`src/rtl/conv_result_writer.sv`:
```
// conv_result_writer
// Captures result tiles from the 3x3 float16 convolution unit, optionally
// clamps negative words to +0 (ReLU), and writes each tile word by word into
// the output feature-map memory at raster addresses across the output frame.
// Two tile slots absorb one tile of write backpressure.
//
// Ports:
//   clk, rst          clock, asynchronous active-low reset
//   start             latch config, clear slots/counters/flags, abort drain
//   base_addr         address of output pixel (0,0)
//   out_width         frame width in words (multiple of PARA_Y)
//   out_height        frame height in rows (multiple of PARA_X)
//   relu_en           clamp negative words to +0 at capture
//   result_ready      tile-valid pulse; result_buffer holds the tile
//   wr_ready          memory accepts the presented write
//   wr_en/addr/data   registered write port
//   busy              any slot valid
//   frame_done        pulse the cycle after the final word of a frame
//   overflow          sticky: a tile was dropped
module conv_result_writer #(
   parameter int DATA_WIDTH = 16,
   parameter int PARA_X     = 3,
   parameter int PARA_Y     = 3,
   parameter int ADDR_WIDTH = 16,
   parameter int DIM_WIDTH  = 10
) (
   input  logic                                clk,
   input  logic                                rst,
   input  logic                                start,
   input  logic [ADDR_WIDTH-1:0]               base_addr,
   input  logic [DIM_WIDTH-1:0]                out_width,
   input  logic [DIM_WIDTH-1:0]                out_height,
   input  logic                                relu_en,
   input  logic                                result_ready,
   input  logic [PARA_X*PARA_Y*DATA_WIDTH-1:0] result_buffer,
   input  logic                                wr_ready,
   output logic                                wr_en,
   output logic [ADDR_WIDTH-1:0]               wr_addr,
   output logic [DATA_WIDTH-1:0]               wr_data,
   output logic                                busy,
   output logic                                frame_done,
   output logic                                overflow
);

   localparam int N  = PARA_X * PARA_Y;
   localparam int TW = N * DATA_WIDTH;
   localparam int WW = (N > 1) ? $clog2(N) : 1;
   localparam int YW = (PARA_Y > 1) ? $clog2(PARA_Y) : 1;
   localparam logic [WW-1:0]         W_LAST = WW'(N - 1);
   localparam logic [YW-1:0]         Y_LAST = YW'(PARA_Y - 1);
   localparam logic [DIM_WIDTH:0]    PY_D   = (DIM_WIDTH+1)'(PARA_Y);
   localparam logic [DIM_WIDTH:0]    PX_D   = (DIM_WIDTH+1)'(PARA_X);
   localparam logic [ADDR_WIDTH-1:0] PX_A   = ADDR_WIDTH'(PARA_X);

   logic [ADDR_WIDTH-1:0] cfg_base;
   logic [DIM_WIDTH-1:0]  cfg_width, cfg_height;
   logic                  cfg_relu;

   logic [TW-1:0]         slot_data [2];
   logic [1:0]            slot_valid;
   logic                  head;

   logic [WW-1:0]         w_idx;
   logic [YW-1:0]         y_idx;
   logic [ADDR_WIDTH-1:0] x_off;
   logic [ADDR_WIDTH-1:0] tile_base, row_base;
   logic [DIM_WIDTH-1:0]  col, row;

   logic                  accept, last, capture, drop, cap_slot, head_n, frame_end;
   logic [1:0]            valid_after, valid_n;
   logic [TW-1:0]         relu_tile, sel_tile;
   logic [WW-1:0]         w_n;
   logic [YW-1:0]         y_n;
   logic [ADDR_WIDTH-1:0] x_off_n, tile_base_n, row_base_n, addr_n;
   logic [DIM_WIDTH-1:0]  col_n, row_n;
   logic [DIM_WIDTH:0]    col_nx, row_nx;
   logic                  wr_en_n;
   logic [DATA_WIDTH-1:0] data_n;

   always_comb begin
      accept = wr_en & wr_ready;
      last   = accept && (w_idx == W_LAST);

      for (int j = 0; j < N; j++) begin
         relu_tile[j*DATA_WIDTH +: DATA_WIDTH] =
            (cfg_relu && result_buffer[j*DATA_WIDTH + DATA_WIDTH - 1]) ?
            '0 : result_buffer[j*DATA_WIDTH +: DATA_WIDTH];
      end

      // A slot freed by the final accept this cycle is reusable immediately.
      valid_after = slot_valid;
      if (last) valid_after[head] = 1'b0;
      cap_slot = valid_after[0];
      capture  = result_ready && !(valid_after[0] && valid_after[1]);
      drop     = result_ready &&  (valid_after[0] && valid_after[1]);
      valid_n  = valid_after;
      if (capture) valid_n[cap_slot] = 1'b1;

      // Oldest slot: flip after a finished tile; a capture into an otherwise
      // empty buffer becomes the oldest.
      head_n = last ? ~head : head;
      if (capture && !valid_after[~cap_slot]) head_n = cap_slot;

      w_n     = w_idx;
      y_n     = y_idx;
      x_off_n = x_off;
      if (last) begin
         w_n     = '0;
         y_n     = '0;
         x_off_n = '0;
      end else if (accept) begin
         w_n = w_idx + 1'b1;
         if (y_idx == Y_LAST) begin
            y_n     = '0;
            x_off_n = x_off + ADDR_WIDTH'(cfg_width);
         end else begin
            y_n = y_idx + 1'b1;
         end
      end

      col_nx      = {1'b0, col} + PY_D;
      row_nx      = {1'b0, row} + PX_D;
      col_n       = col;
      row_n       = row;
      row_base_n  = row_base;
      tile_base_n = tile_base;
      frame_end   = 1'b0;
      if (last) begin
         if (col_nx == {1'b0, cfg_width}) begin
            col_n = '0;
            if (row_nx == {1'b0, cfg_height}) begin
               frame_end   = 1'b1;
               row_n       = '0;
               row_base_n  = cfg_base;
               tile_base_n = cfg_base;
            end else begin
               row_n       = row_nx[DIM_WIDTH-1:0];
               row_base_n  = row_base + PX_A * ADDR_WIDTH'(cfg_width);
               tile_base_n = row_base_n;
            end
         end else begin
            col_n       = col_nx[DIM_WIDTH-1:0];
            tile_base_n = row_base + ADDR_WIDTH'(col_nx[DIM_WIDTH-1:0]);
         end
      end

      // Outputs are registered, so present the next cycle's word now.
      sel_tile = (capture && (cap_slot == head_n)) ? relu_tile : slot_data[head_n];
      wr_en_n  = valid_n[head_n];
      data_n   = wr_en_n ? sel_tile[int'(w_n)*DATA_WIDTH +: DATA_WIDTH] : '0;
      addr_n   = tile_base_n + x_off_n + ADDR_WIDTH'(y_n);
   end

   always_ff @(posedge clk or negedge rst) begin
      if (!rst) begin
         cfg_base   <= '0;
         cfg_width  <= '0;
         cfg_height <= '0;
         cfg_relu   <= 1'b0;
         slot_data[0] <= '0;
         slot_data[1] <= '0;
         slot_valid <= '0;
         head       <= 1'b0;
         w_idx      <= '0;
         y_idx      <= '0;
         x_off      <= '0;
         tile_base  <= '0;
         row_base   <= '0;
         col        <= '0;
         row        <= '0;
         wr_en      <= 1'b0;
         wr_addr    <= '0;
         wr_data    <= '0;
         busy       <= 1'b0;
         frame_done <= 1'b0;
         overflow   <= 1'b0;
      end else if (start) begin
         cfg_base   <= base_addr;
         cfg_width  <= out_width;
         cfg_height <= out_height;
         cfg_relu   <= relu_en;
         slot_valid <= '0;
         head       <= 1'b0;
         w_idx      <= '0;
         y_idx      <= '0;
         x_off      <= '0;
         tile_base  <= base_addr;
         row_base   <= base_addr;
         col        <= '0;
         row        <= '0;
         wr_en      <= 1'b0;
         wr_addr    <= '0;
         wr_data    <= '0;
         busy       <= 1'b0;
         frame_done <= 1'b0;
         overflow   <= 1'b0;
      end else begin
         if (capture) slot_data[cap_slot] <= relu_tile;
         slot_valid <= valid_n;
         head       <= head_n;
         w_idx      <= w_n;
         y_idx      <= y_n;
         x_off      <= x_off_n;
         tile_base  <= tile_base_n;
         row_base   <= row_base_n;
         col        <= col_n;
         row        <= row_n;
         wr_en      <= wr_en_n;
         wr_addr    <= addr_n;
         wr_data    <= data_n;
         busy       <= |valid_n;
         frame_done <= last && frame_end;
         if (drop) overflow <= 1'b1;
      end
   end

endmodule

```
`config.mk`:
```
export PLATFORM = sky130hd
export DESIGN_NAME = conv_result_writer
export DESIGN_NICKNAME = d
export VERILOG_FILES = /design/src/rtl/conv_result_writer.sv
export SDC_FILE = /design/constraint.sdc
export NUM_CORES = 1
export LEC_CHECK = 0
export BUFFER_PORTS_ARGS = -buffer_cell sky130_fd_sc_hd__buf_2
export CELL_PAD_IN_SITES_DETAIL_PLACEMENT = 1
export CELL_PAD_IN_SITES_GLOBAL_PLACEMENT = 2
export CORE_MARGIN = 3
export CORE_UTILIZATION = 37
export DETAILED_ROUTE_END_ITERATION = 12
export PLACE_DENSITY = 0.88
export SLEW_MARGIN = 0
export SYNTH_ARGS = -nofsm -noshare
export SYNTH_HDL_FRONTEND = slang
export SYNTH_SLANG_ARGS = --single-unit
```
`constraint.sdc`:
```
create_clock -name clk -period 8.3 [get_ports clk]
set_input_delay 1.66 -clock clk [delete_from_list [all_inputs] [get_ports clk]]
set_output_delay 1.66 -clock clk [all_outputs]
set_load 0.005 [all_outputs]
```
---- After elaboration in Yosys (flattened, before gate mapping) ----
Cells that the tools add are included.
storage, ports and cells
  output and inout port bits .............. 36
  word-level logic and storage cells ...... 148
  bits in registers ....................... 438
  input port bits ......................... 186
operators by class
  equal/unequal tests ..................... 5
  shift operators ......................... 1
  reductions and logical operators ........ 27
  $add $sub $neg .......................... 9
  muxes and demuxes ....................... 66
  multipliers ............................. 1
  order comparisons ....................... 9
  bitwise gates (word level) .............. 9
operators by type and width
  kind                                                                  count
  144-bit two-way mux                                                   5
  16-bit two-way mux                                                    23
  288-bit bitwise mux                                                   1
  144-bit demux with 1-bit select                                       1
  144-bit by 9-bit indexed part select with 16-bit output               1
  10-bit two-way mux                                                    7
  16-bit by 10-bit adder with 16-bit output                             2
  10-bit by 2-bit adder with 11-bit output, second input constant       2
  11-bit by 10-bit equality test with 1-bit output                      2
  1-bit logical AND                                                     19
  1-bit two-way mux                                                     17
  16-bit by 12-bit adder with 16-bit output                             1
  16-bit adder                                                          1
  16-bit by 2-bit adder with 16-bit output                              1
  2-bit two-way mux                                                     7
  2-bit by 10-bit multiplier with 12-bit output, first input constant   1
  4-bit two-way mux                                                     3
  1-bit by 2-bit < comparator with 1-bit output, second input constant  4
  2-bit nonzero test                                                    3
  4-bit by 1-bit adder with 4-bit output, second input constant         1
  4-bit equality test, second input constant                            1
  2-bit greater-or-equal comparator, second input constant              2
  1-bit NOT with 2-bit output                                           2
  2-bit AND reduction                                                   2
  13 further kinds                                                      18

---- Logic depth before layout (Yosys ltp) ----
  word-level depth ........................ 21
  mapped depth ............................ 25
  gate-level depth less buffers ........... 23

---- Least setup slack after synthesis ----
Ideal clock, no wire load.
  path type ............................... input port to flip-flop
  start ................................... input port wr_ready
  end ..................................... register wr_addr[15]
  setup slack ............................. 2179 ps
  arrival time ............................ 5993 ps
  stages .................................. 20
  required time ........................... 8172 ps
  library setup time ...................... 128 ps
  buffers on the path ..................... 4
  cell sequence ........................... and2_1 buf_2 nand2_1 clkbuf_1 clkbuf_1 clkbuf_1 o211ai_1 fa_1 inv_1 ha_1 fa_1 a21o_1 a21o_1 a2111o_1 nand2_1 o2111a_1 nor3_1 a31o_2 xor2_1 mux2_1
on the way
  word-level cells in the longest chain between the ends .. 6
  elaborated cells between the ends (all ways) .. 10
  classes of those cells .................. add/sub (2); mux (6); bitwise (1); reduce/logical (1)
ends and longest elaborated chain
  element                                                         line      text
  start: declaration                                              36        input logic wr_ready,
  1-bit AND (*)                                                   81        accept = wr_en & wr_ready;
  16-bit two-way mux / 1-bit logical AND (equally long branches)  111, 82
  16-bit two-way mux, on equally long branches                    107, 128
  16-bit adder                                                    151       addr_n = tile_base_n + x_off_n + ADDR_WIDTH'(y_n);
  16-bit by 2-bit adder with 16-bit output (*)                    151
  16-bit two-way mux (*)                                          177       end else if (start) begin
  end signal: assignment                                          209       wr_addr <= addr_n;
  end: declaration                                                38        output logic [ADDR_WIDTH-1:0] wr_addr,
Mark *: on every way between the ends. The rest lies on a longest branch, timed or not.
A chain may end at the register's enable or synchronous reset.

---- Worst setup path in the final report ----
  start ................................... register row[0]
  end ..................................... register wr_addr[15]
on the way
  word-level cells in the longest chain between the ends .. 8
ends and longest elaborated chain
  element                                           line  text
  start: declaration                                67    logic [DIM_WIDTH-1:0] col, row;
  start signal: assignment                          207   row <= row_n;
  10-bit by 2-bit adder with 11-bit output          122   row_nx = {1'b0, row} + PX_D;
  11-bit by 10-bit equality test with 1-bit output  131   if (row_nx == {1'b0, cfg_height}) begin
  16-bit two-way mux                                131
  16-bit two-way mux                                129   if (col_nx == {1'b0, cfg_width}) begin
  16-bit two-way mux                                128   if (last) begin
  16-bit adder                                      151
  16-bit by 2-bit adder with 16-bit output          151
  16-bit two-way mux                                177
No other way between the ends.

==> impl_results.md <==
- Peak Freq: 155 MHz
- Critical Path, Cell by Cell: inv_1 > ha_1 > and3b_1 > and3_1 > a31oi_1 > nor3_2 > nand2_2 > mux2i_1 > a211oi_1 > nor2_1 > fa_1 > inv_1 > ha_1 > fa_1 > a21o_1 > a21o_1 > a2111o_1 > nand2_1 > o2111a_1 > nor3_1 > a31o_2 > xor2_1 > mux2_1
- Psw: 1.92 mW
- Max Root-Sink Buffers: 3
- RSZ-0062 raised after global routing: false
- Hold Path End: slot_data[182]
- WP depth: 23
- CP Launch Type: register
- Hold path cells: 2
- Final setup fails: 0
- Iter 0 DRT Violations: around 1,600
- Post-synth EDFFs: 0
- Switch share: 30.5%
- Layout cell share with drive strength beyond 1: about 15%
- Hold Crit Class: reg2reg
- Total GRT Usage: 24.6%
- Final hold viol count: 0
- CP Class: reg2reg
- Synth async-reset ratio: 100%
- Reg power frac: 42.0%
- Mean Syn Cell Area: between 8 and 9 sq um
- Final ANT Viol Nets: 0
- Status: finished clean
- Netlist cell types: 79
- Dpl cells: roughly 3,700
- Root buf cell: clkbuf_16
- Synth Flop Type: dfrtp_1
- Routed WL: between 80 and 90 mm
- CTS Buf Count: 52
- Post-DR wirelength/cell: 22.9 um
- Vias per cell: 5.66
- DR pass1 iterations: 5
- Die Height: ~260 um
- Top cells by count, synth: 644 x nand2_1, 438 x dfrtp_1, 370 x o21ai_0
- Drc violations: 0
- Path depth of the worst reg2reg path: 23
- Syn_nets: about 3,000
- CP Buf/Inv Count: 2
- Row cnt: between 90 and 100
- Starting density of the core: 37.6%
- Largest net degree at the start of global routing: roughly 240
- Max-Cap Viols: 0
- Yosys top cell by area: dfrtp_1
- Synth warn: 0
- CP max FO: 18
- Worst slack, placed: 1.88 ns
- DIE AREA: 68,800 sq um
- TritonCTS clock tree: built
- Ports: 222
- Vias in the first global route: 22,700
- Clk Latency, worst-skew pair: 0.62 ns
- Antenna Cells: 0
- Leakage: 12.7 nW
- Gate power share: 19.1%
- Setup ws final: 1.85 ns
- Clk sinks: around 440
- Power Internal: 4.37 mW
- Pins Over Slew Limit: 0
- Port Buffers: about 220
- # hold bufs at CTS: 0
- Reg2reg end: wr_addr[15]
- Post-CTS Setup Repair Bufs: 0
- Reg2reg start: row[0]
- Final Cycle Share: 77.7%
- Post-Layout Cell Count: 3,752
- Seq cells post-synth: 438
- Top-count cell post-synth: nand2_1
- First-pass GRT wire length: around 130 mm
- Final min period: ~6.5 ns
- Peak VDD IR: 0.000156 V
- Worst Tran Pin Value: 1.07 ns
- Nets: about 3,100
- Fin Clk Skew: 0.0319 ns
- Core area: about 65,000 sq um
- Pwr/cell area: between 200 and 250 nW/um^2
- Critical Path RT: roughly 8.8 ns
- CTS resizes: 0
- Synth Instances: between 2,000 and 3,000
- Area fraction of the dominant cell type after synthesis: between 40% and 50%
- Area contributors post-synth: dfrtp_1 45%, nand2_1 9.9%, o21ai_0 7.6%
- Hold_sp: slot_data[182]
- Sequential area share after synthesis: 45.1%
- Worst path top cell family by delay: compound AO/OA/AOI/OAI gates
- CTS clk-pin slew, worst paths: about 0.06 ns
- Area Growth Syn to Fin: 14.5%
- Crit-path slowest cell: fa_1
- Routed vias: 21,200
- H-tree depth: 2
- Worst path max stage delay: 0.55 ns
- Post-Syn Area: 24,300 sq um
- Worst EP arrival: 6.95 ns
- Flop2flop setup slack: 1.85 ns
- Initial antenna violation count: 0
- RePlAce Congestion: 0.890
- Die W: 262 um
- Slew HR: 29.0%
- Setup TNS Final: 0 ns
- Post-DP HPWL: 60.0 mm
- Gr ovfl total: 0
- Clock power frac: 38.9%
- Setup crit end kind: register
## worst max-delay path by stage
| stage | startpoint | endpoint | slack, ns |
|---|---|---|---|
| floorplan | wr_ready | wr_addr[15] | 2.18 |
| global placement | wr_ready | wr_addr[15] | 2.02 |
| detailed placement | row[0] | wr_addr[15] | 1.88 |
| CTS | row[0] | wr_addr[15] | 1.84 |
| global route | row[0] | wr_addr[15] | 1.46 |
| finish | row[0] | wr_addr[15] | 1.85 |
## layer usage
layer / share of wire (%) / global-route usage (%) / vias up
met5: 0 / 0 / -
met4: 4.8 / 10.8 / 0
met3: 3.8 / 2.86 / 167
met2: 48 / 41.3 / 519
met1: 43 / 32.2 / 10800
li1: - / - / 9781
## cell families after synthesis
kind of cell	after synthesis	synth area share (%)
flip-flops	438	45.1
AND/OR/NAND/NOR	1011	17.5
multiplexers	135	7.24
adder cells (fa/ha/maj)	81	4.63
AO/OA/AOI/OAI	758	18.6
buffers and inverters	242	4.11
XOR/XNOR	76	2.80
## power groups by stage
stage | clock (mW) | sequential [mW] | combinational (mW)
floorplan | 0 | 2.61 | 0.758
global placement | 0 | 2.66 | 1.14
detailed placement | 0 | 2.68 | 1.20
CTS | 2.49 | 2.64 | 1.21
global route | 2.59 | 2.68 | 1.35
finish | 2.45 | 2.64 | 1.20
## worst min-delay path, cell delays in order (launching register included)
cell	delay [ns]
dfrtp_1	0.34
nand2_1	0.05
o21ai_0	0.06
## cell type report
| type | count | area [sq um] |
|---|---|---|
| fill | 7603 | 36900 |
| multi-input combinational | 2061 | 12400 |
| sequential | 438 | 11000 |
| clock buffer | 73 | 1460 |
| timing repair buffer | 251 | 1390 |
| tap | 855 | 1070 |
| clock inverter | 21 | 338 |
| inverter | 53 | 199 |
## through the flow
step | total power [mW] | area, sq um | util, % | hold WS [ns]
4_1_cts | 6.35 | 27800 | 43.0 | 0.482
5_1_grt | 6.62 | 27800 | 43.0 | 0.508
2_1_floorplan | 3.36 | 24300 | - | 0.442
3_3_place_gp | 3.80 | 26000 | 40.3 | 0.456
6_report | 6.29 | 27800 | 43.0 | 0.480
3_5_place_dp | 3.88 | 26000 | 40.3 | 0.470
## cells in the final DEF, fill, tap and decap left out, drive strengths merged, types with 46 or more instances in the layout
cell	instances
inv	55
xnor2	46
nor2	156
a21oi	113
clkbuf	73
o21ai	371
buf	251
nand3	57
dfrtp	438
nand2	645
mux2i	78
ha	66
a31oi	60
## state kept, by name, indices dropped and copies added (netlist names), 2 cells and up
signal and cells:
slot_data 288, cfg_base 16, row_base 16, tile_base 16
wr_addr 16, wr_data 16, x_off 16, cfg_height 10
cfg_width 10, col 10, row 10, w_idx 4
slot_valid 2, y_idx 2
Note: power is estimated with default switching activity, not from simulation.
